<file path="src/rtl/uart_pkg.sv">
// rtl/uart_pkg.sv - shared types, constants and helpers for the UART receive path
package uart_pkg;

  localparam int OVERSAMPLE = 8;
  localparam int TIMER_W    = 19;

  typedef enum logic [1:0] {
    PAR_NONE = 2'd0,
    PAR_ODD  = 2'd1,
    PAR_EVEN = 2'd2
  } parity_mode_t;

  typedef enum logic [2:0] {
    IDLE,
    START,
    DATA,
    PARITY,
    STOP,
    BREAK
  } rx_state_t;

  function automatic logic [TIMER_W-1:0] bit_period(input logic [15:0] prescale);
    logic [TIMER_W-1:0] p;
    p = (prescale == 16'd0) ? TIMER_W'(1) : TIMER_W'(prescale);
    return p * TIMER_W'(OVERSAMPLE);
  endfunction

  // The reserved encoding behaves exactly like "no parity".
  function automatic parity_mode_t decode_parity(input logic [1:0] mode);
    case (mode)
      2'd1:    return PAR_ODD;
      2'd2:    return PAR_EVEN;
      default: return PAR_NONE;
    endcase
  endfunction

endpackage

</file>
<file path="src/rtl/sync_fifo.sv">
// rtl/sync_fifo.sv - first-word fall-through synchronous FIFO with occupancy output
module sync_fifo #(
  parameter int WIDTH = 9,
  parameter int DEPTH = 16
) (
  input  logic                     clk,
  input  logic                     rst,
  input  logic                     wr_en,
  input  logic [WIDTH-1:0]         wr_data,
  input  logic                     rd_en,
  output logic [WIDTH-1:0]         rd_data,
  output logic [$clog2(DEPTH):0]   level,
  output logic                     full,
  output logic                     empty
);

  localparam int AW = $clog2(DEPTH);

  logic [WIDTH-1:0] mem [DEPTH];
  logic [AW:0]      wr_ptr;
  logic [AW:0]      rd_ptr;
  logic             do_wr;
  logic             do_rd;

  assign level = wr_ptr - rd_ptr;
  assign empty = (wr_ptr == rd_ptr);
  assign full  = (level == (AW+1)'(DEPTH));

  // A write into a full FIFO is accepted only when the head leaves in the same cycle.
  assign do_rd = rd_en & ~empty;
  assign do_wr = wr_en & (~full | do_rd);

  assign rd_data = empty ? '0 : mem[rd_ptr[AW-1:0]];

  always_ff @(posedge clk or posedge rst) begin
    if (rst) begin
      wr_ptr <= '0;
      rd_ptr <= '0;
    end else begin
      if (do_wr) wr_ptr <= wr_ptr + (AW+1)'(1);
      if (do_rd) rd_ptr <= rd_ptr + (AW+1)'(1);
    end
  end

  always_ff @(posedge clk) begin
    if (do_wr) mem[wr_ptr[AW-1:0]] <= wr_data;
  end

endmodule

</file>
<file path="src/rtl/uart_rx_fifo.sv">
// rtl/uart_rx_fifo.sv - parametrised UART receiver with parity, stop-bit checks and output FIFO
module uart_rx_fifo
  import uart_pkg::*;
#(
  parameter int DATA_WIDTH = 8,
  parameter int FIFO_DEPTH = 16,
  parameter int STOP_BITS  = 1
) (
  input  logic                          clk,
  input  logic                          rst,
  input  logic [15:0]                   prescale,
  input  logic [1:0]                    parity_mode,
  input  logic                          rxd,
  output logic [DATA_WIDTH-1:0]         m_axis_tdata,
  output logic                          m_axis_tuser,
  output logic                          m_axis_tvalid,
  input  logic                          m_axis_tready,
  output logic                          rx_busy,
  output logic                          rx_overrun_error,
  output logic                          rx_frame_error,
  output logic                          rx_parity_error,
  output logic [$clog2(FIFO_DEPTH):0]   fifo_level
);

  logic [1:0]            rxd_sync;
  logic                  rxd_s;
  logic                  rxd_q;
  rx_state_t             state;
  logic [TIMER_W-1:0]    timer;
  logic [TIMER_W-1:0]    period;
  logic [TIMER_W-1:0]    t_now;
  parity_mode_t          par;
  logic [DATA_WIDTH-1:0] shreg;
  logic [3:0]            bit_cnt;
  logic                  perr;
  logic                  expire;
  logic                  start_edge;
  logic                  push;
  logic                  pop;
  logic                  fifo_full;
  logic                  fifo_empty;
  logic [DATA_WIDTH:0]   fifo_out;

  always_ff @(posedge clk or posedge rst) begin
    if (rst) begin
      rxd_sync <= 2'b11;
      rxd_q    <= 1'b1;
    end else begin
      rxd_sync <= {rxd_sync[0], rxd};
      rxd_q    <= rxd_sync[1];
    end
  end

  assign rxd_s      = rxd_sync[1];
  assign start_edge = rxd_q & ~rxd_s;
  assign expire     = (timer == '0);
  assign t_now      = bit_period(prescale);
  assign pop        = m_axis_tvalid & m_axis_tready;
  assign push       = (state == STOP) && expire && rxd_s && (bit_cnt == 4'(STOP_BITS-1));

  always_ff @(posedge clk or posedge rst) begin
    if (rst) begin
      state            <= IDLE;
      timer            <= '0;
      period           <= '0;
      par              <= PAR_NONE;
      shreg            <= '0;
      bit_cnt          <= '0;
      perr             <= 1'b0;
      rx_busy          <= 1'b0;
      rx_frame_error   <= 1'b0;
      rx_parity_error  <= 1'b0;
      rx_overrun_error <= 1'b0;
    end else begin
      rx_frame_error   <= 1'b0;
      rx_parity_error  <= 1'b0;
      rx_overrun_error <= push & fifo_full & ~pop;
      // Reload with period-1 so consecutive samples land exactly one bit period apart.
      if (state != IDLE && state != BREAK)
        timer <= expire ? period - TIMER_W'(1) : timer - TIMER_W'(1);
      case (state)
        IDLE: begin
          if (start_edge) begin
            state   <= START;
            rx_busy <= 1'b1;
            period  <= t_now;
            timer   <= t_now >> 1;
            par     <= decode_parity(parity_mode);
            perr    <= 1'b0;
            bit_cnt <= '0;
          end
        end
        START: begin
          if (expire) begin
            if (rxd_s) begin
              state   <= IDLE;
              rx_busy <= 1'b0;
            end else begin
              state <= DATA;
            end
          end
        end
        DATA: begin
          if (expire) begin
            shreg <= {rxd_s, shreg[DATA_WIDTH-1:1]};
            if (bit_cnt == 4'(DATA_WIDTH-1)) begin
              bit_cnt <= '0;
              state   <= (par == PAR_NONE) ? STOP : PARITY;
            end else begin
              bit_cnt <= bit_cnt + 4'd1;
            end
          end
        end
        PARITY: begin
          if (expire) begin
            perr  <= (par == PAR_ODD) ? ~(^{shreg, rxd_s}) : (^{shreg, rxd_s});
            state <= STOP;
          end
        end
        STOP: begin
          if (expire) begin
            if (!rxd_s) begin
              rx_frame_error <= 1'b1;
              bit_cnt        <= '0;
              state          <= BREAK;
            end else if (bit_cnt == 4'(STOP_BITS-1)) begin
              rx_parity_error <= perr;
              bit_cnt         <= '0;
              rx_busy         <= 1'b0;
              state           <= IDLE;
            end else begin
              bit_cnt <= bit_cnt + 4'd1;
            end
          end
        end
        BREAK: begin
          if (rxd_s) begin
            state   <= IDLE;
            rx_busy <= 1'b0;
          end
        end
        default: begin
          state   <= IDLE;
          rx_busy <= 1'b0;
        end
      endcase
    end
  end

  sync_fifo #(
    .WIDTH (DATA_WIDTH + 1),
    .DEPTH (FIFO_DEPTH)
  ) u_fifo (
    .clk     (clk),
    .rst     (rst),
    .wr_en   (push),
    .wr_data ({perr, shreg}),
    .rd_en   (m_axis_tready),
    .rd_data (fifo_out),
    .level   (fifo_level),
    .full    (fifo_full),
    .empty   (fifo_empty)
  );

  assign m_axis_tvalid = ~fifo_empty;
  assign m_axis_tdata  = fifo_out[DATA_WIDTH-1:0];
  assign m_axis_tuser  = fifo_out[DATA_WIDTH];

endmodule

</file>
<file path="config.mk">
export PLATFORM = sky130hd
export DESIGN_NAME = uart_rx_fifo
export DESIGN_NICKNAME = d
export VERILOG_FILES = /design/src/rtl/uart_pkg.sv /design/src/rtl/sync_fifo.sv /design/src/rtl/uart_rx_fifo.sv
export SDC_FILE = /design/constraint.sdc
export NUM_CORES = 1
export LEC_CHECK = 0
export CORE_UTILIZATION = 50
export DETAILED_ROUTE_END_ITERATION = 16
export PLACE_DENSITY = 0.68
export SYNTH_ARGS = -nofsm -noshare
export SYNTH_HDL_FRONTEND = slang
export SYNTH_SLANG_ARGS = --single-unit
</file>
<file path="constraint.sdc">
create_clock -name clk -period 7.35 [get_ports clk]
set_input_delay 0.735 -clock clk [delete_from_list [all_inputs] [get_ports clk]]
set_output_delay 0.735 -clock clk [all_outputs]
set_load 0.02 [all_outputs]
</file>
---- Word-level counts from Yosys, hierarchy flattened ----
Memory sizes are Yosys's and may differ from the RTL's.
Cells that the tools add are included.
W data, S select, Z words.
storage, ports and cells
  flip-flop bits (word level) ............. 70
  latch bits .............................. 0
  RAM bits ................................ 144
  ROM bits ................................ 0
  input bits .............................. 22
  memories kept ........................... 1
memory list
  memory      words  width  rd ports  clocked after Yosys merged registers in  wr ports  RTL line         source
  u_fifo.mem  16     9      1         0                                        1         sync_fifo.sv:19  logic [WIDTH-1:0] mem [DEPTH];
operators by class
  $add $sub $neg .......................... 6
  $mul .................................... 0
  div/mod/pow operators ................... 0
  magnitude comparators ................... 0
  equality and inequality tests ........... 22
  shifts and indexed selects .............. 0
  mux-type cells .......................... 46
  bitwise operators ....................... 12
  reductions and logical operators ........ 20
operators with widths
  cell                     number
  $mux W19                 4
  $sub A19 B1 Y19 const B  2
  $mux W3                  10
  $mux W4                  6
  $logic_not A19 Y1        1
  $mux W1                  18
  $pmux W3 S6              1
  $logic_not A16 Y1        1
  $mux W16                 1
  $ne A2 B2 Y1 const B     8
  $pmux W4 S3              1
  $add A5 B1 Y5 const B    2
  $mux W9                  1
  $reduce_xor A9 Y1        1
  $reduce_and A8 Y1        1
  $eq A3 B2 Y1 const B     2
  $eq A3 B3 Y1 const B     2
  $not A1 Y1               6
  $reduce_and A6 Y1        1
  $reduce_bool A3 Y1       2
  $and A1 B1 Y1            5
  $eq A5 B5 Y1             1
  $eq A5 B5 Y1 const B     1
  $pmux W1 S5              1
  other kinds (22)         27

---- Longest topological paths before layout ----
  depth in word-level cells ............... 7
  gate-level depth with buffers ........... 11
  mapped depth without buffers ............ 9

---- Cells and area by module ----
From an unflattened synthesis, not the netlist that was laid out.
unflattened totals
  cells, all modules ...................... 705
  area, all modules ....................... 9746.8 um^2
modules (own cells, without submodules)
  module        instances  cells each  area each (um^2)  sequential area each (um^2)
  sync_fifo     1          328         6307.3            4574.4
  uart_rx_fifo  1          377         3439.5            1505.2

---- Worst setup path after synthesis ----
OpenSTA, ideal clock, no wires.
  path type ............................... register to register
  start point ............................. reg u_fifo.rd_ptr[1]
  end point ............................... mem u_fifo.mem[3][0] (enable)
  setup time .............................. 0.387 ns
  arrival time ............................ 3.089 ns
  required time ........................... 6.963 ns
  setup slack ............................. 3.874 ns
  cell stages (with the launch flop) ...... 11
  path buffers ............................ 2
  path through ............................ dfrtp_1 > clkbuf_1 > clkbuf_1 > inv_1 > ha_1 > nor2b_1 > o21ai_0 > a21boi_0 > o2111ai_1 > nand3_1 > nor3_1
between the ends
  word-level cells in the longest chain between the ends .. 7
  elaborated cells on any way between the ends .. 10
  those cells by class .................... add/sub (1); eq/ne (2); mux (2); bitwise (5)
ends and longest elaborated chain
  element                                               RTL line                          source
  from (decl)                                           sync_fifo.sv:21                   logic [AW:0] rd_ptr;
  from (signal assigned)                                sync_fifo.sv:41                   if (do_rd) rd_ptr <= rd_ptr + (AW+1)'(1);
  $sub A5 B5 Y5 / $eq A5 B5 Y1 (equally long branches)  sync_fifo.sv:25, sync_fifo.sv:26
  $eq A5 B5 Y1 / $not A1 Y1 (equally long branches)     sync_fifo.sv:27, sync_fifo.sv:30
  $not A1 Y1 / $and A1 B1 Y1 (equally long branches)    sync_fifo.sv:31, sync_fifo.sv:30
  $or A1 B1 Y1 (*)                                      sync_fifo.sv:31                   assign do_wr = wr_en & (~full | do_rd);
  $and A1 B1 Y1 (*)                                     sync_fifo.sv:31
  $mux W1 (*)                                           sync_fifo.sv:46                   if (do_wr) mem[wr_ptr[AW-1:0]] <= wr_data;
  $mux W1 (not written as such) (*)                     sync_fifo.sv:46
  to (decl)                                             sync_fifo.sv:19
Every way passes the cells marked *; elsewhere a longest branch is shown, timed or not.

---- Worst setup path in the final report ----
  start point ............................. reg u_fifo.rd_ptr[1]
  end point ............................... out m_axis_tdata[1]
between the ends
  word-level cells in the longest chain between the ends .. 2
  elaborated cells on any way between the ends .. 3
  those cells by class .................... eq/ne (1); mux (1); memory (1)
ends and longest elaborated chain
  element                                                RTL line            source
  $mem_v2 Z16 W9 / $eq A5 B5 Y1 (equally long branches)  n/a
  $mux W9 (*)                                            sync_fifo.sv:33     assign rd_data = empty ? '0 : mem[rd_ptr[AW-1:0]];
  to (decl)                                              uart_rx_fifo.sv:14  output logic [DATA_WIDTH-1:0] m_axis_tdata,
Marks and branches as above.

==> key figures <==
Synth
  – Syn nets: 724
  – Async S/R FF share, synth: about 33%
  – Synth unique cells: 70
  – Synth top area share: 44.19%
  – Post-synth top cells: 144 x edfxtp_1, 67 x dfrtp_1, 45 x mux4_2
  – Count leader, synth: edfxtp_1
  – Post-synth top area cell: edfxtp_1
  – Syn Inst Count: between 600 and 700
  – Largest cells by area after synthesis: edfxtp_1 44%, dfrtp_1 17%, mux4_2 10%, xnor2_1 2.5%, o21ai_0 2.0%
  – Synth Warn #: 0
  – #FFs+latches synth: 214
  – Mean Syn Cell Area: between 10 and 15 um2
  – Post-Syn Area: 9784 um2
  – Post-synth EDFFs: roughly 140
  – Post-synthesis sequential area ratio: ~62%
  – Leading register cell type out of synthesis: edfxtp_1

Routing
  – Via Count: between 5000 and 6000
  – Post-DRT Antenna Nets: 0
  – Total wire length: ~20 mm
  – Via density: 5.910
  – Initial drt markers: 501
  – DRT Pass-1 Iters: 5
  – WL/cell: 20.05 um
  – Remaining routing DRC violations: 0

CTS
  – Cts repair resizes: 0
  – Clk sinks: 214
  – CTS Hold Bufs: 0
  – Reg clk slew, reported paths: 60 ps
  – CTS H-tree depth: 1
  – CTS tree: built
  – Worst skew pair latency: 500 ps
  – Buffer count from post-CTS setup fixing: 0
  – CTS Buf Count: 24
  – Max Buffers Root-to-Sink: 3
  – Clk Tree Root Cell: clkbuf_16

Floorplan
  – Initial core utilization: 51.62%
  – Die X: 141.9 um
  – Die height: between 100 and 150 um
  – Row count: 50
  – I/O pins: 41
  – DIE AREA: 20130 um2
  – Core Region: around 19000 um2

Placement
  – DP HPWL: 13.32 mm
  – Port buffer count: 40
  – Post-DP Area: 10400 um2
  – Final RePlAce weighted congestion: 0.8584

Power
  – Sw Ratio: 32.39%
  – Clock network power share: around 29%
  – Reg power frac: 40.7%
  – LEAKAGE: 4.123 nW
  – Combinational Power Share: 30.3%
  – Max VDD drop: about 0.00015 V
  – Sw Pwr: 1.244 mW
  – Int Power: 2.596 mW
  – Pwr dens: between 300 and 400 nW/um2

Global route
  – Initial antenna violation count: 0
  – First-pass GRT wire length: 32.24 mm
  – Vias in the first global route: 5944
  – Global Route Usage Sum: 20.76%
  – Remaining global-route overflow: 0
  – Largest net degree at the start of global routing: 71

Critical path
  – Slowest stage delay, CP: roughly 760 ps
  – Cell family with most CP delay: buffers and inverters
  – Critical path class: reg -> out
  – Crit path cell chain: buf_4 -> inv_1 -> ha_1 -> nand4_1 -> nor2_1 -> nor2b_1 -> clkdlybuf4s50_1
  – Worst setup EP type: primary output
  – Maximum fanout along the worst path: 40
  – CP Data Arrival Time: between 3000 and 4000 ps
  – Worst path slowest cell: nor2_1
  – Required time worst endpoint: 6610 ps
  – Crit path buf inv count: 3
  – Crit start category: flop

Timing
  – Max Freq: ~240 MHz
  – Fin crit share: 55.93%
  – Setup TNS: 0 ps
  – Least-Margin Pin Slew: between 1000 and 1500 ps
  – Fin Clk Skew: 13.97 ps
  – Hold Vio Cnt, Final: 0
  – Hold_ws: 356.0 ps
  – Minimum clock period: 4111 ps
  – Final setup violating endpoints: 0
  – Worst rel slew slack: a little over a quarter
  – Fin. max-slew vios: 0
  – RSZ-0062 raised after global routing: false

Finish
  – Layout Utilization: just under 60%
  – Share of cells above drive strength 1: between 15 and 20%
  – Register area: 6081 um2
  – Area Growth Syn to Fin: 13.89%
  – Fin nets: 764
  – Layout filler cell count: 1462
  – Multi-input gate area: 3448 um2
  – Fin area: between 10000 and 15000 um2
  – Ant. Diodes: 0

Worst hold path
  – Hold Path Class: reg -> reg

Status
  – Status: completed

Job
  – Number of max-cap violations: 0
## cells by family after synthesis
logic type,Yosys count,share of synthesized area [%]
compound gates,104,6.931
xor+xnor,34,3.044
fa+ha+maj,15,1.995
buf+inv,58,2.621
flops,214,62.14
mux,58,11.82
simple gates,204,11.46
## power groups by stage
stage	sequential, mW	clock, mW	combinational [mW]
after floorplan	1.53	0	0.886
after global placement	1.57	0	1.14
after detailed placement	1.58	0	1.16
after CTS	1.56	1.13	1.17
after global routing	1.58	1.18	1.27
final	1.56	1.11	1.16
## worst reg2reg max path, cell delays in order, from the launching register on
cell	delay [ps]
dfrtp_1	330
buf_4	480
inv_1	130
ha_1	340
nor2b_1	140
o21ai_0	230
a21boi_0	190
o2111ai_1	430
nand3_1	240
nor2b_1	810
## final cells by class
cell class / instances / share of cell area [%]
sequential: 214 / 54.57
multi-input combinational: 415 / 30.95
clock buffer: 35 / 6.221
timing repair buffer: 47 / 4.065
tap: 260 / 2.919
inverter: 25 / 0.8421
clock inverter: 9 / 0.4379
## metrics by stage
stage          instances  power [mW]  setup WS (ps)
2_1_floorplan        687       2.412           3874
3_3_place_gp         961       2.713           3790
3_5_place_dp         961       2.746           3681
4_1_cts             1005       3.862           3180
5_1_grt             1005       4.036           2944
6_report            1005       3.840           3239
## cells in the final DEF (no fill, tap or decap), types with 6 or more instances in the layout
| cell type | n |
|---|---|
| and3_1 | 12 |
| nand4_1 | 8 |
| nor2b_1 | 18 |
| dfrtp_1 | 66 |
| edfxtp_1 | 144 |
| o21ai_0 | 40 |
| nor3_1 | 14 |
| nor4_1 | 12 |
| xnor2_1 | 28 |
| ha_1 | 14 |
| inv_1 | 23 |
| nand3_1 | 15 |
| clkbuf_16 | 25 |
| a21oi_1 | 15 |
| nor2_1 | 44 |
| xor2_1 | 6 |
| clkbuf_1 | 7 |
| a22o_1 | 10 |
| a32oi_1 | 7 |
| mux2_2 | 10 |
| buf_4 | 7 |
| nand2_1 | 37 |
| mux4_2 | 45 |
| clkdlybuf4s50_1 | 40 |
| clkinv_2 | 6 |
## final timing paths
check | endpoint | slack, ps | start | cells after the start
hold / removal | rxd_sync[1] | 360 | rxd_sync[0] | 0
hold reg to reg | rxd_sync[1] | 360 | rxd_sync[0] | 0
setup reg to reg | u_fifo.mem[11][7] | 3630 | u_fifo.rd_ptr[1] | 9
max in group asynchronous | u_fifo.rd_ptr[0] | 5870 | rst | 3
min in group asynchronous | rx_busy | 840 | rst | 3
setup / recovery | m_axis_tdata[1] | 3240 | u_fifo.rd_ptr[1] | 7
## metal layers
metal	GRT usage, %	vias to the layer above	routed length, um	share of wire (%)
met5	0	-	0	0
met4	4.980	0	324	1.6
met3	2.734	30	977	4.8
met2	35.75	178	9979	50
met1	28.11	3014	8867	44
li1	-	2718	-	-
## flip-flops by register name, summed over array words and instances (netlist names)
register / flops
rxd_sync: 2
rx_busy: 1
timer: 19
bit_cnt: 4
period: 16
rx_parity_error: 1
perr: 1
rx_overrun_error: 1
state: 3
par: 2
u_fifo.wr_ptr: 5
shreg: 8
u_fifo.mem: 144
u_fifo.rd_ptr: 5
rxd_q: 1
rx_frame_error: 1
Power figures use the tool's default switching activity.
